[src/rtl/otp_ctrl_dai_arbiter.sv]
// Round-robin arbiter that shares the OTP Direct Access Interface between the
// Caliptra core (requester 0) and the MCU core (requester 1), with window checks.
module otp_ctrl_dai_arbiter #(
    parameter int unsigned          AddrWidth     = 12,
    parameter logic [AddrWidth-1:0] Lower0        = AddrWidth'('h000),
    parameter logic [AddrWidth-1:0] Upper0        = AddrWidth'('hFFF),
    parameter logic [AddrWidth-1:0] Lower1        = AddrWidth'('h088),
    parameter logic [AddrWidth-1:0] Upper1        = AddrWidth'('hFFF),
    parameter int unsigned          TimeoutCycles = 1024
) (
    input  logic                   clk_i,
    input  logic                   rst_ni,
    input  logic [1:0]             req_valid_i,
    output logic [1:0]             req_ready_o,
    input  logic [5:0]             req_cmd_i,
    input  logic [2*AddrWidth-1:0] req_addr_i,
    input  logic [127:0]           req_wdata_i,
    output logic [1:0]             rsp_valid_o,
    output logic [2:0]             rsp_err_o,
    output logic [63:0]            rsp_rdata_o,
    output logic                   dai_req_o,
    output logic [2:0]             dai_cmd_o,
    output logic [AddrWidth-1:0]   dai_addr_o,
    output logic [63:0]            dai_wdata_o,
    input  logic                   dai_idle_i,
    input  logic                   dai_done_i,
    input  logic [2:0]             dai_err_i,
    input  logic [63:0]            dai_rdata_i,
    output logic                   fatal_err_o
);

    typedef enum logic [2:0] {
        NoError              = 3'h0,
        MacroError           = 3'h1,
        MacroEccCorrError    = 3'h2,
        MacroEccUncorrError  = 3'h3,
        MacroWriteBlankError = 3'h4,
        AccessError          = 3'h5,
        CheckFailError       = 3'h6,
        FsmStateError        = 3'h7
    } otp_err_e;

    typedef enum logic [2:0] {
        StIdle,
        StIssue,
        StWait,
        StResp,
        StError
    } state_e;

    localparam int unsigned          CntW   = (TimeoutCycles > 1) ? $clog2(TimeoutCycles) : 1;
    localparam logic [CntW-1:0]      CntMax = CntW'(TimeoutCycles - 1);

    state_e                 state_q, state_d;
    logic                   last_grant_q;
    logic                   id_q;
    logic                   pend_q;
    logic [2:0]             cmd_q;
    logic [AddrWidth-1:0]   addr_q;
    logic [63:0]            wdata_q;
    logic [2:0]             err_q;
    logic [63:0]            rdata_q;
    logic [CntW-1:0]        cnt_q;

    logic                   win;
    logic                   grant_en;
    logic                   grant;
    logic [2:0]             win_cmd;
    logic [AddrWidth-1:0]   win_addr;
    logic [63:0]            win_wdata;
    logic [AddrWidth-1:0]   win_lo;
    logic [AddrWidth-1:0]   win_hi;
    logic [AddrWidth:0]     addr_off;
    logic [AddrWidth:0]     win_span;
    logic                   cmd_ok;
    logic                   legal;

    assign win       = (&req_valid_i) ? ~last_grant_q : req_valid_i[1];
    assign grant_en  = (state_q == StIdle) || ((state_q == StError) && !pend_q);
    assign grant     = grant_en && (|req_valid_i);
    assign win_cmd   = win ? req_cmd_i[5:3] : req_cmd_i[2:0];
    assign win_addr  = win ? req_addr_i[2*AddrWidth-1:AddrWidth] : req_addr_i[AddrWidth-1:0];
    assign win_wdata = win ? req_wdata_i[127:64] : req_wdata_i[63:0];
    assign win_lo    = win ? Lower1 : Lower0;
    assign win_hi    = win ? Upper1 : Upper0;

    // Window test as one widened offset compare: an address below Lower wraps
    // to a value above the span, so no comparison degenerates when Lower is 0.
    assign addr_off  = {1'b0, win_addr} - {1'b0, win_lo};
    assign win_span  = {1'b0, win_hi} - {1'b0, win_lo};
    assign cmd_ok    = (win_cmd == 3'b001) || (win_cmd == 3'b010) || (win_cmd == 3'b100);
    assign legal     = cmd_ok && !win_addr[0] && (addr_off <= win_span);

    always_ff @(posedge clk_i or negedge rst_ni) begin
        if (!rst_ni) begin
            state_q <= StIdle;
        end else begin
            state_q <= state_d;
        end
    end

    always_comb begin
        state_d = state_q;
        case (state_q)
            StIdle: begin
                if (grant) state_d = legal ? StIssue : StResp;
            end
            StIssue: begin
                if (dai_idle_i) state_d = StWait;
            end
            StWait: begin
                if (dai_done_i)           state_d = StResp;
                else if (cnt_q == CntMax) state_d = StError;
            end
            StResp:  state_d = StIdle;
            StError: state_d = StError;
            default: state_d = StError;
        endcase
    end

    always_comb begin
        req_ready_o = '0;
        rsp_valid_o = '0;
        rsp_err_o   = '0;
        rsp_rdata_o = '0;
        dai_req_o   = 1'b0;
        dai_cmd_o   = '0;
        dai_addr_o  = '0;
        dai_wdata_o = '0;
        fatal_err_o = (state_q == StError);
        if (grant) req_ready_o[win] = 1'b1;
        if ((state_q == StResp) || ((state_q == StError) && pend_q)) begin
            rsp_valid_o[id_q] = 1'b1;
            rsp_err_o         = err_q;
            rsp_rdata_o       = rdata_q;
        end
        if (state_q == StIssue) begin
            dai_req_o   = dai_idle_i;
            dai_cmd_o   = cmd_q;
            dai_addr_o  = addr_q;
            dai_wdata_o = wdata_q;
        end
    end

    always_ff @(posedge clk_i or negedge rst_ni) begin
        if (!rst_ni) begin
            last_grant_q <= 1'b1;
            id_q         <= 1'b0;
            pend_q       <= 1'b0;
            cmd_q        <= '0;
            addr_q       <= '0;
            wdata_q      <= '0;
            err_q        <= '0;
            rdata_q      <= '0;
            cnt_q        <= '0;
        end else begin
            pend_q <= grant && (state_q == StError);
            if (grant) begin
                last_grant_q <= win;
                id_q         <= win;
                cmd_q        <= win_cmd;
                addr_q       <= win_addr;
                wdata_q      <= win_wdata;
                if (state_q == StError) begin
                    err_q   <= FsmStateError;
                    rdata_q <= '0;
                end else if (!legal) begin
                    err_q   <= AccessError;
                    rdata_q <= '0;
                end
            end
            if (state_q == StIssue) begin
                cnt_q <= '0;
            end else if (state_q == StWait) begin
                cnt_q <= cnt_q + 1'b1;
                if (dai_done_i) begin
                    err_q   <= dai_err_i;
                    rdata_q <= dai_rdata_i;
                end
            end
        end
    end

endmodule

[config.mk]
export PLATFORM = sky130hd
export DESIGN_NAME = otp_ctrl_dai_arbiter
export DESIGN_NICKNAME = d
export VERILOG_FILES = /design/src/rtl/otp_ctrl_dai_arbiter.sv
export SDC_FILE = /design/constraint.sdc
export NUM_CORES = 1
export LEC_CHECK = 0
export ABC_AREA = 1
export BUFFER_PORTS_ARGS = -buffer_cell sky130_fd_sc_hd__buf_4
export CAP_MARGIN = 5
export CORE_AREA = 2 2 149 151
export DETAILED_ROUTE_END_ITERATION = 10
export DIE_AREA = 0 0 151 153
export HOLD_SLACK_MARGIN = 0.1
export PLACE_DENSITY = 0.72
export SLEW_MARGIN = 40
export SYNTH_ARGS = -nofsm -noshare
export SYNTH_HDL_FRONTEND = slang
export SYNTH_SLANG_ARGS = --single-unit
[constraint.sdc]
create_clock -name clk_i -period 4.25 [get_ports clk_i]
set_input_delay 0.6375 -clock clk_i [delete_from_list [all_inputs] [get_ports clk_i]]
set_output_delay 0.6375 -clock clk_i [all_outputs]
set_load 0.01 [all_outputs]
==> reports/summary.txt, run 1 <==
Outcome - finished, final reports clean
Post-CTS setup buffers - 0
Reg power frac - 43.8%
Grt ovf - 0
Fin crit period - 3.82 ns
DRC viols - 0
Chip width - 151 µm
Total wire length - 26400 µm
Syn Area/Cell - 7.85 µm²
Max FO, Critical Path - 25
Area grow syn2layout - 42.5%
Critical Path Start Type - register
Syn nets - 1315
Filler cells - 1995
CTS Buffer Depth - 2
Final Skew - 0.0147 ns
Fmax - 0.261 GHz
Sequential-to-total area share from yosys stat - 47.9%
Initial antenna violation count - 2
Dpl cells - 1699
Hold Path Class - in -> async
Switching share of power - 29.8%
Clock sinks - 162
Clk network pwr share - 37.0%
Vias in the first global route - 8149
# nets final - 1673
Worst flop-to-flop path startpoint - last_grant_q$_DFFE_PN1P_
Gr usage total - 23.0%
Total net switching power - 1200 µW
Core area - 21500 µm²
CTS resizes - 0
H-Tree Depth - 4
RSZ-0062 raised after global routing - false
Pwr dens - 334 nW/µm²
CTS root buffer - clkbuf_16
Max-Cap Viols - 0
Detail Route Antenna Nets - 0
Final period util - 90.0%
Worst r2r path cells - 23
Hold Vio Cnt, Final - 0
Final Non-Filler Cells - 1733
Worst-skew pair later-pin latency - 0.43 ns
Clock-pin slew on the worst setup and hold paths - 0.07 ns
Final setup margin - 0.425 ns
Worst R2R Setup Slack - 0.43 ns
Crit end category - register
WS Path Type - reg -> reg
Peak VDD IR - 0.000244 V
Share of post-route cells with drive strength above 1 - 35.6%
Num CTS Buffers - 17
WP data arrival - 4.14 ns
Leak pwr - 0.00616 µW
Mapped Cells - 1080
Internal power - 2830 µW
TritonCTS clock tree - built
Post-cts hold buffer count - 0
Number of flops mapped to enable cells by yosys - 0
Die H - 153 µm
Ports - 383
WL/cell - 15.2 µm
CP endpoint - rdata_q[41]$_DFF_PN0_
FFs w/ async S/R, synth - 100%
Starting density of the core - 39.4%
Place WS - 0.271 ns
DPL Wire Length - 19600 µm
Max-slew violations - 0
Drt via density - 4.70
Setup violators final - 0
I/O Buffers - 382
Synthesized flop and latch total - 162
Initial DRC count - 357
Die area - 23100 µm²
Comb pwr share - 19.2%
Routability cong. - 0.873
Worst-Margin Slew - 0.780 ns
Number of synthesis warnings - 0
Mapped Area - 8470 µm²
Top_reg_cell synth - dfrtp_1
Count of cell types in the netlist - 36
TNS Setup - 0 ns
Global-route wire length before repair - 41900 µm
R2r endpoint - rdata_q[41]$_DFF_PN0_
Initial DRT Pass Iterations - 5
Pin count of the biggest net entering global routing - 93
CP Launch Point - last_grant_q$_DFFE_PN1P_
Max_slew headroom - 48.0%
Row count - 54
Via count - 8140
Data required, critical path - 4.56 ns
[cell usage in the layout (no fill, tap or decap), types with 3 or more instances in the layout]
cell        synthesis  routed
buf_4               0     392
nand2_1           263     263
inv_1             189     188
nor2_1            178     175
dfrtp_1           161     161
o211ai_1           65      65
o21ai_2            63      63
o21ai_0            29      29
clkbuf_16           0      17
nand3_1            16      16
nand2_2            11      11
a21oi_1             9       9
nand3b_1            7       7
inv_6               0       6
nor3_1              5       5
ha_1                4       4
mux2i_1             3       3
nor2_4              0       3
clkinvlp_4          0       3
[flip-flops by register name, summed over array words and instances (netlist names)]
signal and cells:
pend_q 1, cnt_q 10, id_q 1, last_grant_q 1, state_q 3, cmd_q 3, wdata_q 64, err_q 3
addr_q 12, rdata_q 64
[layer usage]
layer / part of all wire, % / GRT usage, %
met1: 40 / 28.2
met2: 49 / 38.5
met3: 9.2 / 7.22
met4: 1.9 / 7.25
met5: 0 / 0
[metrics by stage]
step / instance area, µm² / util, % / hold slack (ns) / total power, µW
global route: 12100 / 56.2 / 0.252 / 4250
detailed placement: 11500 / 53.5 / 0.473 / 2570
finish: 12100 / 56.2 / 0.218 / 4030
CTS: 12100 / 56.2 / 0.229 / 4090
floorplan: 8470 / - / 0.342 / 2260
global placement: 11500 / 53.5 / 0.467 / 2550
[synth_stat cells (7+ instances only)]
library cell	n	area (µm²)
buf_12	7	140
nand3b_1	7	52.6
o211ai_1	65	488
o21ai_2	63	552
nand2_2	11	68.8
dfrtp_1	161	4030
clkbuf_1	42	158
nor2_1	178	668
o21ai_0	29	145
nand3_1	16	80.1
nand2_1	263	987
inv_1	189	709
a21oi_1	9	45.0
[worst max-delay path, stage by stage (launching register included)]
cell	delay (ns)
dfstp_2	0.56
nand2_4	0.11
nand2_8	0.18
mux2i_1	0.28
ha_1	0.23
ha_1	0.22
nand3_1	0.13
xor2_1	0.15
inv_1	0.05
ha_1	0.28
inv_1	0.04
nor2_1	0.08
nand2_1	0.06
nor2_1	0.10
nand3_1	0.13
nand2_1	0.08
nand3_1	0.07
nand2_1	0.06
nand2_1	0.06
o21ai_2	0.17
nand2_4	0.11
nand2_8	0.22
buf_4	0.25
o21ai_2	0.07
[logic make-up (layout without fill, tap and decap cells)]
group           count (synthesis)  in the layout  share of synthesized area (%)
compound gates                173            173                           15.2
xor+xnor                        2              2                          0.207
fa+ha+maj                       4              4                          0.591
buf+inv                       247            618                           12.5
flops                         162            162                           47.9
mux                             3              3                          0.354
other cells                     0              2                              0
simple gates                  489            489                           23.3
[final cells by class]
| cell class | instances | area (µm²) | area share (%) |
|---|---|---|---|
| antenna | 2 | 5.00 | 0.0414 |
| sequential | 162 | 4060 | 33.6 |
| tap | 280 | 350 | 2.90 |
| clock inverter | 13 | 115 | 0.953 |
| multi-input combinational | 671 | 3390 | 28.0 |
| inverter | 191 | 718 | 5.95 |
| timing repair buffer | 395 | 2990 | 24.8 |
| clock buffer | 19 | 453 | 3.75 |
[worst min-delay path by stage]
stage                                     start  slack (ns)                    end  cells past startpoint
after floorplan                          rst_ni        0.34  addr_q[0]$_DFFE_PN0P_                      0
after global placement     cnt_q[8]$_DFFE_PN0P_        0.47   cnt_q[9]$_DFFE_PN0P_                      1
after detailed placement  addr_q[8]$_DFFE_PN0P_        0.47  addr_q[8]$_DFFE_PN0P_                      2
after CTS                                rst_ni        0.23  rdata_q[31]$_DFF_PN0_                      1
after global routing                     rst_ni        0.25  rdata_q[31]$_DFF_PN0_                      1
final                                    rst_ni        0.22  rdata_q[31]$_DFF_PN0_                      1
[power by group through the flow]
| stage | Sequential, µW | Combinational, µW | Clock, µW |
|---|---|---|---|
| after global routing | 1780 | 868 | 1600 |
| after global placement | 1790 | 764 | 0 |
| after floorplan | 1780 | 484 | 0 |
| after detailed placement | 1790 | 778 | 0 |
| after CTS | 1770 | 780 | 1540 |
| final | 1770 | 774 | 1490 |
No activity file was read; power rests on OpenSTA's default activity.
==> run 2, diff against run 1 <==
--- a/config.mk
+++ b/config.mk
@@ -13,6 +13,7 @@
 export DIE_AREA = 0 0 151 153
 export HOLD_SLACK_MARGIN = 0.1
 export PLACE_DENSITY = 0.72
+export RECOVER_POWER = 100
 export SLEW_MARGIN = 40
 export SYNTH_ARGS = -nofsm -noshare
 export SYNTH_HDL_FRONTEND = slang
==> run 2 against run 1 <==
The run now ends with max-capacitance violations, max-slew violations left; die area is the same; critical path type is now in -> reg; sequential cell count is the same; register-to-register slack lost 0.02 ns.
==> reports/summary.txt, run 2 (synthesized netlist as in run 1, its figures left out) <==
DPL Wire Length - 19600 µm (unchanged)
Num CTS Buffers - 17 (unchanged)
Max_slew headroom - -119% (was 48.0%)
Vias in the first global route - 8149 (unchanged)
Internal power - 2820 µW (was 2830 µW)
Crit end category - register (unchanged)
Finished Cell Area - 11300 µm² (was 12100 µm²)
CP Launch Point - req_valid_i[1] (was last_grant_q$_DFFE_PN1P_)
Switching share of power - 29.7% (was 29.8%)
Initial DRC count - 363 (was 357)
Worst r2r path cells - 23 (unchanged)
Row count - 54 (unchanged)
TNS Setup - 0 ns (unchanged)
Clk network pwr share - 37.4% (was 37.0%)
Final period util - 90.9% (was 90.0%)
Critical Path Start Type - input pin (was register)
Worst path max stage delay - 0.44 ns (was 0.56 ns)
Worst flop-to-flop path startpoint - last_grant_q$_DFFE_PN1P_ (unchanged)
Worst R2R Setup Slack - 0.41 ns (was 0.43 ns)
Worst-Margin Slew - 3.29 ns (was 0.780 ns)
Hold Path Class - in -> reg (was in -> async)
Clock-pin slew on the worst setup and hold paths - 0.07 ns (about the same)
H-Tree Depth - 4 (unchanged)
Most frequent cells in the layout - nand2_1 (263), buf_4 (235), inv_1 (189) (was buf_4 (392), nand2_1 (263), inv_1 (188))
Area grow syn2layout - 33.5% (was 42.5%)
Global-route wire length before repair - 41900 µm (unchanged)
RSZ-0062 raised after global routing - false (unchanged)
I/O Buffers - 382 (unchanged)
Reg power frac - 44.1% (was 43.8%)
Max-Cap Viols - 2 (was 0)
Worst-skew pair later-pin latency - 0.43 ns (about the same)
WP data arrival - 4.16 ns (was 4.14 ns)
Max FO, Critical Path - 25 (unchanged)
Share of post-route cells with drive strength above 1 - 22.1% (was 35.6%)
Post-cts hold buffer count - 0 (unchanged)
Biggest regs - rdata_q: 64 flops, wdata_q: 64 flops, addr_q: 12 flops (unchanged)
Pwr dens - 354 nW/µm² (was 334 nW/µm²)
Setup violators final - 0 (unchanged)
Comb pwr share - 18.5% (was 19.2%)
CP endpoint - rdata_q[8]$_DFF_PN0_ (was rdata_q[41]$_DFF_PN0_)
DRC viols - 0 (unchanged)
Fmax - 0.259 GHz (was 0.261 GHz)
Leak pwr - 0.00542 µW (was 0.00616 µW)
Post-CTS setup buffers - 0 (unchanged)
Worst path cell trace - clkbuf_1 > nand2_8 > mux2i_1 > ha_1 > ha_1 > nand3_1 > xor2_1 > inv_1 > ha_1 > inv_1 > nor2_1 > nand2_1 > nor2_1 > nand3_1 > nand2_1 > nand3_1 > nand2_1 > nand2_1 > o21ai_2 > nand2_4 > nand2_8 > buf_6 > o21ai_1 (was nand2_4 > nand2_8 > mux2i_1 > ha_1 > ha_1 > nand3_1 > xor2_1 > inv_1 > ha_1 > inv_1 > nor2_1 > nand2_1 > nor2_1 > nand3_1 > nand2_1 > nand3_1 > nand2_1 > nand2_1 > o21ai_2 > nand2_4 > nand2_8 > buf_4 > o21ai_2)
Peak VDD IR - 0.000248 V (was 0.000244 V)
Place WS - 0.271 ns (unchanged)
Min-delay src - dai_done_i
Fin crit period - 3.86 ns (was 3.82 ns)
CTS Buffer Depth - 2 (unchanged)
Drt via density - 4.69 (was 4.70)
Outcome - finished with violations (was finished, final reports clean)
Crit path max-delay cell type - clkbuf_1 (was dfstp_2)
Gr usage total - 23.0% (unchanged)
# nets final - 1673 (unchanged)
WS Path Type - in -> reg (was reg -> reg)
Post-Place Cell Area - 11500 µm² (unchanged)
CP most frequent cell - nand2_1 (unchanged)
R2r endpoint - rdata_q[8]$_DFF_PN0_ (was rdata_q[41]$_DFF_PN0_)
Final Power - 4010 µW (was 4030 µW)
Final setup margin - 0.386 ns (was 0.425 ns)
Starting density of the core - 39.4% (unchanged)
Grt ovf - 0 (unchanged)
Core area - 21500 µm² (unchanged)
Data required, critical path - 4.55 ns (was 4.56 ns)
Ports - 383 (unchanged)
Clock sinks - 162 (unchanged)
Most common cell after layout, fill and taps aside - nand2_1 (was buf_4)
Via count - 8125 (was 8140)
Failing checks - max-capacitance violations, max-slew violations
TritonCTS clock tree - built (unchanged)
Total net switching power - 1190 µW (was 1200 µW)
Hold Vio Cnt, Final - 0 (unchanged)
Die H - 153 µm (unchanged)
Max-slew violations - 139 (was 0)
Total wire length - 26500 µm (was 26400 µm)
Final Skew - 0.0141 ns (was 0.0147 ns)
Chip width - 151 µm (unchanged)
Initial antenna violation count - 2 (unchanged)
CTS resizes - 0 (unchanged)
Pin count of the biggest net entering global routing - 93 (unchanged)
Die area - 23100 µm² (unchanged)
Initial DRT Pass Iterations - 5 (unchanged)
Routability cong. - 0.873 (unchanged)
CTS root buffer - clkbuf_16 (unchanged)
WL/cell - 15.3 µm (was 15.2 µm)
Detail Route Antenna Nets - 0 (unchanged)
-- run 2: power groups by stage --
stage	clock network, µW	logic [µW]	registers, µW
after floorplan	0	484	1780
after global placement	0	764	1790
after detailed placement	0	778	1790
after CTS	1540	780	1770
after global routing	1600	836	1780
final	1500	743	1770
-- run 2: cell type report --
cell class / instances / area [µm²]
diodes: 2 / 5.00
clock buffers: 19 / 453
clock inverters: 13 / 115
fillers: 2197 / 10200
inverters: 191 / 718
multi-input cells: 671 / 3220
flip-flops and latches: 162 / 4060
well taps: 280 / 350
repair buffers: 395 / 2390
-- run 2: layer usage --
layer	up-vias	routed length, µm	track usage [%]	share of wire, %
met3	29	2400	7.22	9.1
met5	-	0	0	0
li1	4040	-	-	-
met4	0	524	7.25	2.0
met1	3759	10800	28.2	41
met2	297	12800	38.5	48
-- run 2: critical path, delay by kind of cell --
| kind | cells | cell delay [ns] |
|---|---|---|
| AO/OA/AOI/OAI | 2 | 0.27 |
| XOR/XNOR | 1 | 0.16 |
| adder cells (fa/ha/maj) | 3 | 0.74 |
| buffers and inverters | 4 | 0.81 |
| multiplexers | 1 | 0.27 |
| AND/OR/NAND/NOR | 12 | 1.25 |
-- run 2: metrics by stage --
step	std cells	hold slack (ns)	utilization, %
2_1_floorplan	1080	0.342	-
3_3_place_gp	1699	0.467	53.5
3_5_place_dp	1699	0.473	53.5
4_1_cts	1731	0.229	56.2
5_1_grt	1732	0.404	52.6
6_report	1733	0.411	52.7
-- run 2: worst min-delay path by stage --
stage / to / depth (start not counted)
2_1_floorplan: addr_q[0]$_DFFE_PN0P_ / 0
3_3_place_gp: cnt_q[9]$_DFFE_PN0P_ / 1
3_5_place_dp: addr_q[8]$_DFFE_PN0P_ / 2
4_1_cts: rdata_q[31]$_DFF_PN0_ / 1
5_1_grt: rdata_q[53]$_DFF_PN0_ / 3
6_report: state_q[2]$_DFFE_PN0P_ / 2
==> run 3, diff against run 2 <==
--- a/config.mk
+++ b/config.mk
@@ -8,11 +8,11 @@
 export ABC_AREA = 1
 export BUFFER_PORTS_ARGS = -buffer_cell sky130_fd_sc_hd__buf_4
 export CAP_MARGIN = 5
-export CORE_AREA = 2 2 149 151
+export CORE_AREA = 2 2 150 152
 export DETAILED_ROUTE_END_ITERATION = 10
-export DIE_AREA = 0 0 151 153
+export DIE_AREA = 0 0 152 154
 export HOLD_SLACK_MARGIN = 0.1
-export PLACE_DENSITY = 0.72
+export PLACE_DENSITY = 0.68
 export RECOVER_POWER = 100
 export SLEW_MARGIN = 40
 export SYNTH_ARGS = -nofsm -noshare
==> constraint.sdc (replaced) <==
create_clock -name clk_i -period 4.84 [get_ports clk_i]
set_input_delay 0.726 -clock clk_i [delete_from_list [all_inputs] [get_ports clk_i]]
set_output_delay 0.726 -clock clk_i [all_outputs]
set_load 0.01 [all_outputs]
==> run 3 against run 2 <==
The run still ends with max-capacitance violations, max-slew violations left; final area decreased by 0.64%; final cell count decreased by 0.23%; clock skew decreased by 0.0027 ns; critical path type is now reg -> out; largest cell class unchanged.
==> reports/summary.txt, run 3 (synthesized netlist as in run 1, its figures left out) <==
Die H - 154 µm (was 153 µm)
CTS resizes - 0 (unchanged)
Share of post-route cells with drive strength above 1 - 20.7% (was 22.1%)
WP data arrival - 3.22 ns (was 4.16 ns)
Leak pwr - 0.00539 µW (was 0.00542 µW)
Hold Vio Cnt, Final - 0 (unchanged)
Peak VDD IR - 0.000195 V (was 0.000248 V)
Clk network pwr share - 38.1% (was 37.4%)
Initial DRC count - 488 (was 363)
H-Tree Depth - 4 (unchanged)
Routability cong. - 0.850 (was 0.873)
# nets final - 1671 (was 1673)
Setup violators final - 0 (unchanged)
Data required, critical path - 4.11 ns (was 4.55 ns)
Crit path max-delay cell type - clkbuf_2 (was clkbuf_1)
Fmax - 0.254 GHz
Ports - 383 (unchanged)
Row count - 54 (unchanged)
Most frequent cells in the layout - nand2_1 (263), buf_4 (232), inv_1 (190) (was nand2_1 (263), buf_4 (235), inv_1 (189))
Fin crit period - 3.94 ns
Post-CTS setup buffers - 0 (unchanged)
Ant diodes - 0 (was 2)
Detail Route Antenna Nets - 0 (unchanged)
Initial DRT Pass Iterations - 5 (unchanged)
Buf/Inv on CP - 3 (was 4)
Final Skew - 0.0114 ns (was 0.0141 ns)
WS Path Type - reg -> out (was in -> reg)
Worst path cell trace - nor3_1 > inv_1 > clkbuf_2 > nor2_1 > clkbuf_1 (was clkbuf_1 > nand2_8 > mux2i_1 > ha_1 > ha_1 > nand3_1 > xor2_1 > inv_1 > ha_1 > inv_1 > nor2_1 > nand2_1 > nor2_1 > nand3_1 > nand2_1 > nand3_1 > nand2_1 > nand2_1 > o21ai_2 > nand2_4 > nand2_8 > buf_6 > o21ai_1)
Drt via density - 4.77 (was 4.69)
Final Non-Filler Cells - 1729 (was 1733)
Pwr dens - 316 nW/µm² (was 354 nW/µm²)
Post-cts hold buffer count - 0 (unchanged)
Internal power - 2510 µW (was 2820 µW)
Reg power frac - 43.7% (was 44.1%)
CTS Buffer Depth - 2 (unchanged)
TNS Setup - 0 ns (unchanged)
Final period util - 81.5%
CTS root buffer - clkbuf_16 (unchanged)
Comb pwr share - 18.3% (was 18.5%)
Worst-skew pair later-pin latency - 0.42 ns (was 0.43 ns)
TritonCTS clock tree - built (unchanged)
Hold Path Class - reg -> reg (was in -> reg)
DRC viols - 0 (unchanged)
Switching share of power - 29.3% (was 29.7%)
Global-route wire length before repair - 42700 µm (was 41900 µm)
Total net switching power - 1040 µW (was 1190 µW)
Via count - 8239 (was 8125)
DPL Wire Length - 19700 µm (was 19600 µm)
Chip width - 152 µm (was 151 µm)
WL/cell - 15.6 µm (was 15.3 µm)
Starting density of the core - 39.1% (was 39.4%)
Dpl cells - 1696 (was 1699)
Total wire length - 27000 µm (was 26500 µm)
Core area - 21700 µm² (was 21500 µm²)
Num CTS Buffers - 17 (unchanged)
RSZ-0062 raised after global routing - false (unchanged)
Failing checks - max-capacitance violations, max-slew violations (unchanged)
Max FO, Critical Path - 79 (was 25)
Area grow syn2layout - 32.6% (was 33.5%)
Critical Path Start Type - register (was input pin)
Crit end category - primary output (was register)
Max-slew violations - 281 (was 139)
Worst-Margin Slew - 1.73 ns (was 3.29 ns)
Grt ovf - 0 (unchanged)
Clock-pin slew on the worst setup and hold paths - 0.06 ns (was 0.07 ns)
Vias in the first global route - 8265 (was 8149)
Gr usage total - 22.7% (was 23.0%)
Biggest regs - rdata_q: 64 flops, wdata_q: 64 flops, addr_q: 12 flops (unchanged)
Most common cell after layout, fill and taps aside - nand2_1 (unchanged)
Worst path max stage delay - 0.96 ns (was 0.44 ns)
I/O Buffers - 382 (unchanged)
Family with the most delay on the worst path - buffers and inverters (was simple AND/OR/NAND/NOR gates)
Clock sinks - 162 (unchanged)
Max_slew headroom - -15.4% (was -119%)
Initial antenna violation count - 0 (was 2)
Filler cells - 2274 (was 2197)
Outcome - finished with violations (unchanged)
Pin count of the biggest net entering global routing - 96 (was 93)
Die area - 23400 µm² (was 23100 µm²)
Max-Cap Viols - 5 (was 2)
run 3: worst paths after layout:
path                                          to                     start  slack, ns  cells past startpoint
max                              dai_wdata_o[38]    state_q[2]$_DFFE_PN0P_       0.90                      5
min                         cmd_q[2]$_DFFE_PN0P_      cmd_q[2]$_DFFE_PN0P_       0.48                      2
max reg2reg                rdata_q[19]$_DFF_PN0_  last_grant_q$_DFFE_PN1P_       1.07                     23
min reg2reg                 cmd_q[2]$_DFFE_PN0P_      cmd_q[2]$_DFFE_PN0P_       0.48                      2
max in group asynchronous  rdata_q[39]$_DFF_PN0_                    rst_ni       1.04                      3
min in group asynchronous  rdata_q[27]$_DFF_PN0_                    rst_ni       0.69                      1
run 3: tightest hold or removal path, stage by stage (launching register included):
cell     delay (ns)
dfrtp_1        0.34
nand2_1        0.05
o21ai_0        0.06
run 3: per-layer routing:
layer  global-route usage [%]  part of all wire (%)  up-vias
met5                        0                     0        -
met4                     7.79                   2.6        0
met3                     7.53                   8.2       42
met2                     37.2                    47      302
met1                     28.3                    42     3871
li1                         -                     -     4024
run 3: layout make-up:
| class | count | area (µm²) | share of cell area [%] |
|---|---|---|---|
| tap | 280 | 350 | 3.12 |
| clock inverter | 14 | 144 | 1.28 |
| clock buffer | 18 | 439 | 3.91 |
| multi-input combinational | 671 | 3160 | 28.1 |
| timing repair buffer | 393 | 2370 | 21.1 |
| inverter | 191 | 717 | 6.38 |
| sequential | 162 | 4060 | 36.1 |
run 3: power groups by stage:
stage	Sequential (µW)	Clock, µW	Combinational (µW)
floorplan	1560	0	425
global placement	1570	0	671
detailed placement	1580	0	680
CTS	1550	1390	682
global route	1570	1450	735
finish	1550	1350	650
run 3: through the flow:
| step | power, µW | util (%) | setup WS (ns) | cell area, µm² | hold slack [ns] |
|---|---|---|---|---|---|
| floorplan | 1990 | - | 1.37 | 8470 | 0.430 |
| global placement | 2240 | 52.9 | 0.721 | 11500 | 0.467 |
| detailed placement | 2260 | 52.9 | 0.655 | 11500 | 0.474 |
| CTS | 3630 | 55.6 | 0.941 | 12100 | 0.348 |
| global route | 3750 | 51.8 | 0.296 | 11200 | 0.504 |
| finish | 3560 | 51.8 | 0.898 | 11200 | 0.482 |
